<file path="config.mk">
export PLATFORM = sky130hd
export DESIGN_NAME = shift_sequencer_flat
export DESIGN_NICKNAME = d
export VERILOG_FILES = /design/src/rtl/shift_sequencer_if.sv /design/src/rtl/shift_sequencer.sv /design/src/flat_wrapper.sv
export SDC_FILE = /design/constraint.sdc
export NUM_CORES = 1
export LEC_CHECK = 0
export CORE_MARGIN = 2
export CORE_UTILIZATION = 42
export DETAILED_ROUTE_END_ITERATION = 12
export PLACE_DENSITY = 0.75
export RECOVER_POWER = 50
export SYNTH_ARGS = -nofsm -noshare
export SYNTH_HDL_FRONTEND = slang
export SYNTH_SLANG_ARGS = --single-unit
</file>
<file path="constraint.sdc">
create_clock -name clk -period 2 [get_ports clk]
set_clock_uncertainty 0.1 [all_clocks]
set_input_delay 0.4 -clock clk [delete_from_list [all_inputs] [get_ports clk]]
set_output_delay 0.4 -clock clk [all_outputs]
set_load 0.02 [all_outputs]
</file>
<file path="src/rtl/shift_sequencer_if.sv">
// shift_sequencer_if: command handshake and status bundle for shift_sequencer.
//   cmd_valid/cmd_ready : command handshake (accept = both high at a falling clk edge)
//   cmd_op              : 00 LOAD, 01 SHL, 10 SHR, 11 ROL
//   cmd_data            : parallel value for LOAD
//   cmd_count           : step count for SHL/SHR/ROL
//   ser_in              : serial fill bit, sampled at every step edge
//   q                   : shift register contents
//   busy / done         : status (RUN state / one-cycle completion pulse)
// master modport is the requester; slave modport is the sequencer.
interface shift_sequencer_if #(
    parameter int unsigned WIDTH = 8,
    parameter int unsigned CNT_W = 4
);
    logic             cmd_valid;
    logic             cmd_ready;
    logic [1:0]       cmd_op;
    logic [WIDTH-1:0] cmd_data;
    logic [CNT_W-1:0] cmd_count;
    logic             ser_in;
    logic [WIDTH-1:0] q;
    logic             busy;
    logic             done;

    modport master (
        output cmd_valid, cmd_op, cmd_data, cmd_count, ser_in,
        input  cmd_ready, q, busy, done
    );

    modport slave (
        input  cmd_valid, cmd_op, cmd_data, cmd_count, ser_in,
        output cmd_ready, q, busy, done
    );
endinterface

</file>
<file path="src/rtl/shift_sequencer.sv">
// shift_sequencer: command-driven controller for a WIDTH-bit shift register.
// Accepts LOAD / SHL / SHR / ROL commands one at a time and pulses done for
// one cycle on completion. All state changes on the falling edge of clk.
// Ports:
//   clk   : clock (falling-edge active)
//   reset : asynchronous active-high reset
//   bus   : shift_sequencer_if slave modport (handshake, operands, q, status)
module shift_sequencer #(
    parameter int unsigned WIDTH = 8,
    parameter int unsigned CNT_W = 4
) (
    input logic               clk,
    input logic               reset,
    shift_sequencer_if.slave  bus
);
    localparam logic [1:0] OpLoad = 2'b00;
    localparam logic [1:0] OpShl  = 2'b01;
    localparam logic [1:0] OpShr  = 2'b10;
    localparam logic [1:0] OpRol  = 2'b11;

    // One-hot so that each status output is a single flop (glitch-free).
    typedef enum logic [2:0] {
        StIdle = 3'b001,
        StRun  = 3'b010,
        StDone = 3'b100
    } state_e;

    state_e           r_state;
    logic [WIDTH-1:0] r_q;
    logic [CNT_W-1:0] r_cnt;
    logic [1:0]       r_op;

    state_e           w_state_next;
    logic [WIDTH-1:0] w_q_next;
    logic [CNT_W-1:0] w_cnt_next;
    logic [1:0]       w_op_next;
    logic [WIDTH-1:0] w_step;

    // Single step of the latched operation; ser_in is taken live.
    always_comb begin
        w_step = r_q;
        case (r_op)
            OpShl:   w_step = {r_q[WIDTH-2:0], bus.ser_in};
            OpShr:   w_step = {bus.ser_in, r_q[WIDTH-1:1]};
            OpRol:   w_step = {r_q[WIDTH-2:0], r_q[WIDTH-1]};
            default: w_step = r_q;
        endcase
    end

    always_comb begin
        w_state_next = r_state;
        w_q_next     = r_q;
        w_cnt_next   = r_cnt;
        w_op_next    = r_op;
        unique case (r_state)
            StIdle: begin
                if (bus.cmd_valid) begin
                    if (bus.cmd_op == OpLoad) begin
                        w_q_next     = bus.cmd_data;
                        w_state_next = StDone;
                    end else begin
                        w_op_next  = bus.cmd_op;
                        w_cnt_next = bus.cmd_count;
                        w_state_next = (bus.cmd_count == '0) ? StDone : StRun;
                    end
                end
            end
            StRun: begin
                w_q_next   = w_step;
                w_cnt_next = r_cnt - CNT_W'(1);
                // The edge applying the last step also leaves RUN.
                if (r_cnt == CNT_W'(1)) begin
                    w_state_next = StDone;
                end
            end
            StDone: begin
                w_state_next = StIdle;
            end
            default: begin
                w_state_next = StIdle;
            end
        endcase
    end

    always_ff @(negedge clk or posedge reset) begin
        if (reset) begin
            r_state <= StIdle;
            r_q     <= '0;
            r_cnt   <= '0;
            r_op    <= OpLoad;
        end else begin
            r_state <= w_state_next;
            r_q     <= w_q_next;
            r_cnt   <= w_cnt_next;
            r_op    <= w_op_next;
        end
    end

    assign bus.cmd_ready = r_state[0];
    assign bus.busy      = r_state[1];
    assign bus.done      = r_state[2];
    assign bus.q         = r_q;

endmodule

</file>
<file path="src/flat_wrapper.sv">
// flat-port wrapper written by rule: the top's interface ports become plain ports
module shift_sequencer_flat 
#(
    parameter int unsigned WIDTH = 8,
    parameter int unsigned CNT_W = 4
)
  (clk, reset, bus_cmd_valid, bus_cmd_op, bus_cmd_data, bus_cmd_count, bus_ser_in, bus_cmd_ready, bus_q, bus_busy, bus_done);
  shift_sequencer_if #(.WIDTH(WIDTH), .CNT_W(CNT_W)) bus_i ();
  input logic clk;
  input logic reset;
  input wire logic [$bits(bus_i.cmd_valid)-1:0] bus_cmd_valid;
  input wire logic [$bits(bus_i.cmd_op)-1:0] bus_cmd_op;
  input wire logic [$bits(bus_i.cmd_data)-1:0] bus_cmd_data;
  input wire logic [$bits(bus_i.cmd_count)-1:0] bus_cmd_count;
  input wire logic [$bits(bus_i.ser_in)-1:0] bus_ser_in;
  output wire logic [$bits(bus_i.cmd_ready)-1:0] bus_cmd_ready;
  output wire logic [$bits(bus_i.q)-1:0] bus_q;
  output wire logic [$bits(bus_i.busy)-1:0] bus_busy;
  output wire logic [$bits(bus_i.done)-1:0] bus_done;
  assign bus_i.cmd_valid = bus_cmd_valid;
  assign bus_i.cmd_op = bus_cmd_op;
  assign bus_i.cmd_data = bus_cmd_data;
  assign bus_i.cmd_count = bus_cmd_count;
  assign bus_i.ser_in = bus_ser_in;
  assign bus_cmd_ready = bus_i.cmd_ready;
  assign bus_q = bus_i.q;
  assign bus_busy = bus_i.busy;
  assign bus_done = bus_i.done;
  shift_sequencer #(.WIDTH(WIDTH), .CNT_W(CNT_W)) u_core (.clk(clk), .reset(reset), .bus(bus_i));
endmodule
</file>
==> impl_metrics.env, run 1 <==
export IMPL_status="complete, but fails checks"
export IMPL_violations="negative setup slack"
export IMPL_setup_worst_path_class="register to output pin"
export IMPL_synth_top_area_cell="dfrtn_1"
export IMPL_drv_cap=0
export IMPL_drv_slew=0
export IMPL_die_w_um=53.1
export IMPL_syn_inst=99
export IMPL_synth_seq_cells=17
export IMPL_syn_avg_cell_area_sq_um=10.2
export IMPL_final_core_util_pct=74.5
export IMPL_synth_top_area_share_pct=39.5
export IMPL_crit_arrival_ns=2.02
export IMPL_setup_ws_ns=-0.515
export IMPL_yosysWarnings=0
export IMPL_dp_hpwl_um=2010
export IMPL_reg2regPathDepth=6
export IMPL_antennaDiodeCount=0
export IMPL_fill_cells=162
export IMPL_dpl_cell_count=169
export IMPL_crit_family="flip-flops"
export IMPL_layout_common_cells="20 x buf_4, 16 x nor2_1, 16 x dfrtn_1, 15 x buf_6, 9 x mux2_4"
export IMPL_path_cells="buf_6"
export IMPL_rows=17
export IMPL_crit_slowest_cell="dfstp_2"
export IMPL_timing_rr_end="u_core.bus.q[1]"
export IMPL_p_per_area_mw_per_mm2=1560
export IMPL_p_sw_share_pct=40.2
export IMPL_crit_required_ns=1.50
export IMPL_cts_htree_levels=1
export IMPL_layout_area_seq_sq_um=427
export IMPL_core_sq_mm=0.00225
export IMPL_synthTopCellsByArea="dfrtn_1 40%, mux2_2 11%, nor2_1 6.3%"
export IMPL_placedInstanceArea_sq_mm=0.00153
export IMPL_rrSetupSlack_ns=-0.10
export IMPL_grt_use_total_pct=23.1
export IMPL_drc=0
export IMPL_dr_pass1_iters=4
export IMPL_worst_pin_slew_ns=0.492
export IMPL_grt_pass1_vias=991
export IMPL_ios=29
export IMPL_drive_gt1_share_pct=47.7
export IMPL_finalSetupTns_ns=-9.31
export IMPL_gr_usage_met1_pct=29.6
export IMPL_numCtsBuffers=3
export IMPL_cp_max_fo=2
export IMPL_avgRoutedWirePerCell_um=16.3
export IMPL_worst_path_buf_inv=1
export IMPL_use_met3_pct=4.24
export IMPL_via_per_inst=5.70
export IMPL_routed_wl_um=2910
export IMPL_syn2layout_area_growth_pct=65.7
export IMPL_fin_area_sq_mm=0.00168
export IMPL_die_height_um=53.1
export IMPL_grt_pass1_wl_um=4600
export IMPL_grt_ovfl_total=0
export IMPL_syn_nets=122
export IMPL_min_from="u_core.r_op[0]"
export IMPL_hold_depth=1
export IMPL_ys_seq_area_share_pct=42.1
export IMPL_vdd_ir_drop_worst_v=0.000917
export IMPL_final_cells=179
export IMPL_p_int_mw=1.57
export IMPL_hold_viol=0
export IMPL_drt_initial_drc_count=21
export IMPL_endpoint_kind="output pin"
export IMPL_multi_input_area_sq_um=679
export IMPL_pwr_share_comb_pct=66.0
export IMPL_r2r_start="u_core.r_state[0]"
export IMPL_pwr_share_seq_pct=26.2
export IMPL_hold_end="u_core.r_op[0]"
export IMPL_slew_limit_headroom_pct=67.1
export IMPL_max_stage_delay_ns=0.54
export IMPL_setup_viol=26
export IMPL_busiest_layer="met2"
export IMPL_final_common_cell="buf_4"
export IMPL_syn_area_sq_mm=0.00101
export IMPL_numClockSinks=17
export IMPL_switchingPower_mw=1.05
export IMPL_critPathLaunch="u_core.r_state[0]"
export IMPL_via_count=1021
export IMPL_cts_root_buffer="clkbuf_4"
export IMPL_min_path_type="register to register"
export IMPL_clock_latency_ns=0.36
export IMPL_pre_cts_ws_ns=-1.26
export IMPL_cts_tree="built"
export IMPL_synth_cell_types=32
export IMPL_die_area_sq_mm=0.00282
export IMPL_gp_congestion=0.798
export IMPL_grt_max_degree=14
export IMPL_gr_usage_met2_pct=36.5
export IMPL_start_util_pct=45.0
export IMPL_clk_path_buf_depth=2
export IMPL_crit_path_start_kind="register"
export IMPL_io_buffers=28
export IMPL_final_antenna_net_count=0
export IMPL_fin_nets=175
export IMPL_antenna_found_initial=0
export IMPL_rsz0062_at_grt="true"
export IMPL_p_leak_nw=0.789
export IMPL_power_frac_clock_pct=7.8
export IMPL_worst_setup_hold_path_clk_slew_ns=0.07
[logic make-up (layout without fill, tap and decap cells)]
family                     Yosys count  after routing  synth area share, %
adders and majority gates            5              5                 6.17
buffers and inverters               11             62                 4.20
DFF                                 17             17                 42.1
and+or+nand+nor                     32             33                 16.8
AOI/OAI and AO/OA                   22             22                 17.7
muxes                               12             12                 13.1
[power groups by stage]
stage                     Sequential, mW  Combinational (mW)  Clock, mW
after floorplan                    0.833               0.748    0.00626
after global placement             0.653                1.52    0.00626
after detailed placement           0.664                1.58    0.00626
after CTS                          0.683                1.70      0.201
after global routing               0.705                1.86      0.225
final                              0.687                1.73      0.206
[cell type report]
class	count	area share, %
well taps	28	2.09
inverters	5	1.12
repair buffers	52	29.1
clock buffers	3	1.34
multi-input cells	72	40.5
clock inverters	2	0.522
flip-flops and latches	17	25.4
[timing repair]
item | CTS | global route
pin swaps | 9 | 7
setup buffers | 4 | 4
setup endpoints to repair | 28 | 27
hold buffers | 0 | 0
cloned | 1 | 0
gates resized for setup | 101 | 13
[registers in the layout, indices dropped and copies added, names as in the netlist]
| name | flops |
|---|---|
| u_core.r_op | 2 |
| u_core.r_cnt | 4 |
| u_core.bus.q | 8 |
| u_core.r_state | 3 |
[synthesized netlist by cell type]
master,n
o21bai_1,1
nor3b_4,1
a22o_1,1
nand3_1,2
or3_1,1
dfrtn_1,16
nor4b_1,1
ha_1,5
nor3_1,2
mux2i_1,2
nor4bb_1,1
a31oi_1,1
a211oi_1,1
a211o_1,1
nand3b_1,1
clkbuf_1,4
mux2_2,10
and3_1,1
nor2_1,17
inv_1,6
dfstp_2,1
o21ai_0,2
o22ai_1,1
a311oi_4,1
nor4_1,1
a221oi_1,7
nand2_1,2
a21oi_1,5
o221a_2,1
buf_2,1
or3b_1,1
nor2_2,1
[worst max-delay path by stage]
stage,endpoint,depth (start not counted)
4_1_cts,bus_cmd_ready,1
6_report,bus_cmd_ready,1
3_3_place_gp,u_core.bus.q[3],6
3_5_place_dp,u_core.bus.q[2],6
5_1_grt,bus_cmd_ready,1
2_1_floorplan,u_core.bus.q[0],4
[stage by stage]
step	total power [mW]	hold WS [ns]
after global routing	2.79	0.453
after global placement	2.18	0.415
final	2.62	0.443
after floorplan	1.59	0.391
after CTS	2.59	0.438
after detailed placement	2.25	0.438
[per-layer routing]
metal	up-vias	routed length, um
li1	473	-
met3	8	148
met5	-	0
met4	0	72
met2	32	1460
met1	508	1230
No activity file was read; power rests on OpenSTA's default activity.
==> run 2, diff against run 1 <==
ABC_AREA = 1   (was default)
CORE_UTILIZATION = 45   (was 42)
CTS_CLUSTER_SIZE = 12   (was default)
PLACE_DENSITY = 0.72   (was 0.75)
clock period = 2.6 ns   (was 2 ns; I/O delays follow)
==> run 2 against run 1 <==
The flow still finishes with violations (negative setup slack). Die area up 19%. Global-route usage down 0.82 points. Final cell count up 60%. Final area up 11%. Sequential power down 26%. Register-to-register slack better by 0.99 ns. Sequential share of layout area down 2.5 points. Worst setup slack better by 0.21 ns. Critical path depth unchanged. Count of clock-buffer cells in the layout up 1. Flip-flop and latch count unchanged. First-iteration DRC count up 62%.
==> impl_metrics.env, run 2 <==
export IMPL_status="complete, but fails checks"
export IMPL_violations="negative setup slack"
export IMPL_rsz0062_at_grt="true"
export IMPL_cts_root_buffer="clkbuf_4"
export IMPL_path_cells="buf_6"
export IMPL_async_flop_share_pct=100
export IMPL_setup_viol=11
export IMPL_synth_common_cells="109 x nand2_1, 16 x dfrtn_1, 13 x inv_1, 10 x nor2_1, 9 x nand3_1"
export IMPL_antennaDiodeCount=0
export IMPL_via_per_inst=4.90
export IMPL_switchingPower_mw=1.09
export IMPL_largest_reg_flops=8
export IMPL_max_stage_delay_ns=0.53
export IMPL_synthTopCellsByArea="nand2_1 31%, dfrtn_1 31%, ha_1 4.8%"
export IMPL_final_core_util_pct=67.6
export IMPL_crit_path_start_kind="register"
export IMPL_syn_avg_cell_area_sq_um=6.62
export IMPL_grt_pass1_wl_um=5800
export IMPL_final_antenna_net_count=0
export IMPL_p_leak_nw=1.05
export IMPL_grt_max_degree=23
export IMPL_slew_limit_headroom_pct=72.8
export IMPL_endpoint_kind="output pin"
export IMPL_drv_slew=0
export IMPL_finalSetupTns_ns=-2.04
export IMPL_synth_seq_cells=17
export IMPL_fill_cells=246
export IMPL_core_sq_mm=0.00276
export IMPL_synth_top_area_cell="nand2_1"
export IMPL_vdd_ir_drop_worst_v=0.000778
export IMPL_synth_edf_count=0
export IMPL_gp_congestion=0.860
export IMPL_grt_use_total_pct=22.3
export IMPL_syn_area_sq_mm=0.00131
export IMPL_routed_wl_um=3340
export IMPL_rrSetupSlack_ns=0.89
export IMPL_drv_cap=0
export IMPL_min_path_type="register to register"
export IMPL_synth_cell_types=24
export IMPL_p_sw_share_pct=48.8
export IMPL_drt_initial_drc_count=34
export IMPL_yosysWarnings=0
export IMPL_crit_arrival_ns=2.28
export IMPL_via_count=1407
export IMPL_cts_tree="built"
export IMPL_cts_hold_buffers=0
export IMPL_yosysMostFrequentCell="nand2_1"
export IMPL_cp_max_fo=2
export IMPL_worst_pin_slew_ns=0.408
export IMPL_hold_viol=0
export IMPL_antenna_found_initial=0
export IMPL_grt_pass1_vias=1422
export IMPL_power_frac_clock_pct=6.9
export IMPL_pwr_share_comb_pct=70.2
export IMPL_p_int_mw=1.14
export IMPL_dr_pass1_iters=4
export IMPL_drive_gt1_share_pct=28.1
export IMPL_grt_ovfl_total=0
export IMPL_die_w_um=58.0
export IMPL_rows=19
export IMPL_ios=29
export IMPL_syn_nets=221
export IMPL_pre_cts_ws_ns=-0.581
export IMPL_fin_nets=280
export IMPL_io_buffers=28
export IMPL_final_common_cell="nand2_1"
export IMPL_setup_ws_ns=-0.303
export IMPL_numCtsBuffers=3
export IMPL_pwr_share_seq_pct=22.9
export IMPL_p_per_area_mw_per_mm2=1190
export IMPL_crit_family="flip-flops"
export IMPL_clk_path_buf_depth=2
export IMPL_die_area_sq_mm=0.00336
export IMPL_numClockSinks=17
export IMPL_dp_hpwl_um=2360
export IMPL_start_util_pct=47.5
export IMPL_layout_common_cells="108 x nand2_1, 28 x buf_4, 16 x dfrtn_1, 11 x inv_1, 11 x buf_6"
export IMPL_crit_slowest_cell="dfstp_2"
export IMPL_syn_inst=198
export IMPL_crit_required_ns=1.98
export IMPL_fin_area_sq_mm=0.00186
export IMPL_syn2layout_area_growth_pct=42.2
export IMPL_cts_htree_levels=1
export IMPL_worst_setup_hold_path_clk_slew_ns=0.07
export IMPL_worst_path_buf_inv=1
export IMPL_placedInstanceArea_sq_mm=0.00173
export IMPL_die_height_um=58.0
export IMPL_setup_worst_path_class="register to output pin"
export IMPL_drc=0
export IMPL_ys_flop_type="dfrtn_1"
export IMPL_avgRoutedWirePerCell_um=11.6
export IMPL_ys_seq_area_share_pct=32.6
export IMPL_synth_top_area_share_pct=31.2
export IMPL_clock_latency_ns=0.34
-- run 2: cell count changes after synthesis, moves of 3 or more --
| cell | change |
|---|---|
| o21ai_1 | +5 |
| nand2_4 | +3 |
| nand3_1 | +7 |
| nand2_1 | +107 |
| inv_1 | +7 |
| clkbuf_1 | -4 |
| nor2_4 | +3 |
| mux2_2 | -10 |
| o21ai_2 | +3 |
| nor2_1 | -7 |
| inv_2 | +5 |
| a21oi_1 | -4 |
| a221oi_1 | -7 |
| nand2_2 | +3 |
-- run 2: path summary, 6_finish.rpt --
check | start | endpoint | cells past startpoint
min | u_core.r_cnt[3] | u_core.r_cnt[3] | 2
max in group asynchronous | reset | u_core.bus.q[3] | 3
max | u_core.r_state[0] | bus_cmd_ready | 1
min reg2reg | u_core.r_cnt[3] | u_core.r_cnt[3] | 2
min in group asynchronous | reset | u_core.r_state[2] | 2
max reg2reg | u_core.r_op[1] | u_core.bus.q[0] | 8
-- run 2: cell families after synthesis --
| family | after synthesis | synth area share, % |
|---|---|---|
| compound gates | 13 | 6.30 |
| fa+ha+maj | 5 | 4.78 |
| flops | 17 | 32.6 |
| buf+inv | 22 | 8.12 |
| xor+xnor | 1 | 0.669 |
| simple gates | 140 | 47.6 |
-- run 2: layout make-up --
type                       count  area (sq um)  share of cell area, %
multi-input combinational    159           808                   43.4
timing repair buffer          58           495                   26.6
sequential                    17           427                   22.9
inverter                      17          63.8                   3.43
tap                           31          38.8                   2.08
clock buffer                   4          26.3                   1.41
clock inverter                 1          3.75                  0.201
-- run 2: power groups by stage --
| stage | Clock, mW | Combinational [mW] | Sequential (mW) |
|---|---|---|---|
| 2_1_floorplan | 0.00481 | 0.829 | 0.638 |
| 3_3_place_gp | 0.00481 | 1.42 | 0.493 |
| 3_5_place_dp | 0.00481 | 1.46 | 0.498 |
| 4_1_cts | 0.155 | 1.51 | 0.510 |
| 5_1_grt | 0.168 | 1.74 | 0.526 |
| 6_report | 0.154 | 1.56 | 0.509 |
-- run 2: repair_timing --
action,4_1_cts,5_1_grt
hold endpoints to repair,0,0
pin swaps,8,3
gates resized for setup,81,4
gates cloned,0,0
buffers inserted,10,3
endpoints found under the setup margin,26,25
-- run 2: metrics by stage --
step	instances	total power [mW]	hold WS, ns
final	287	2.22	0.390
after global routing	287	2.43	0.451
after detailed placement	270	1.96	0.385
after CTS	284	2.18	0.389
after floorplan	198	1.47	0.357
after global placement	270	1.91	0.389
-- run 2: metal layers --
layer / wire (um) / share of wire (%) / GRT usage [%]
met5: 0 / 0 / 0
met4: 76 / 2.3 / 12.3
met3: 141 / 4.2 / 3.57
met2: 1730 / 52 / 39.8
met1: 1390 / 42 / 25.2
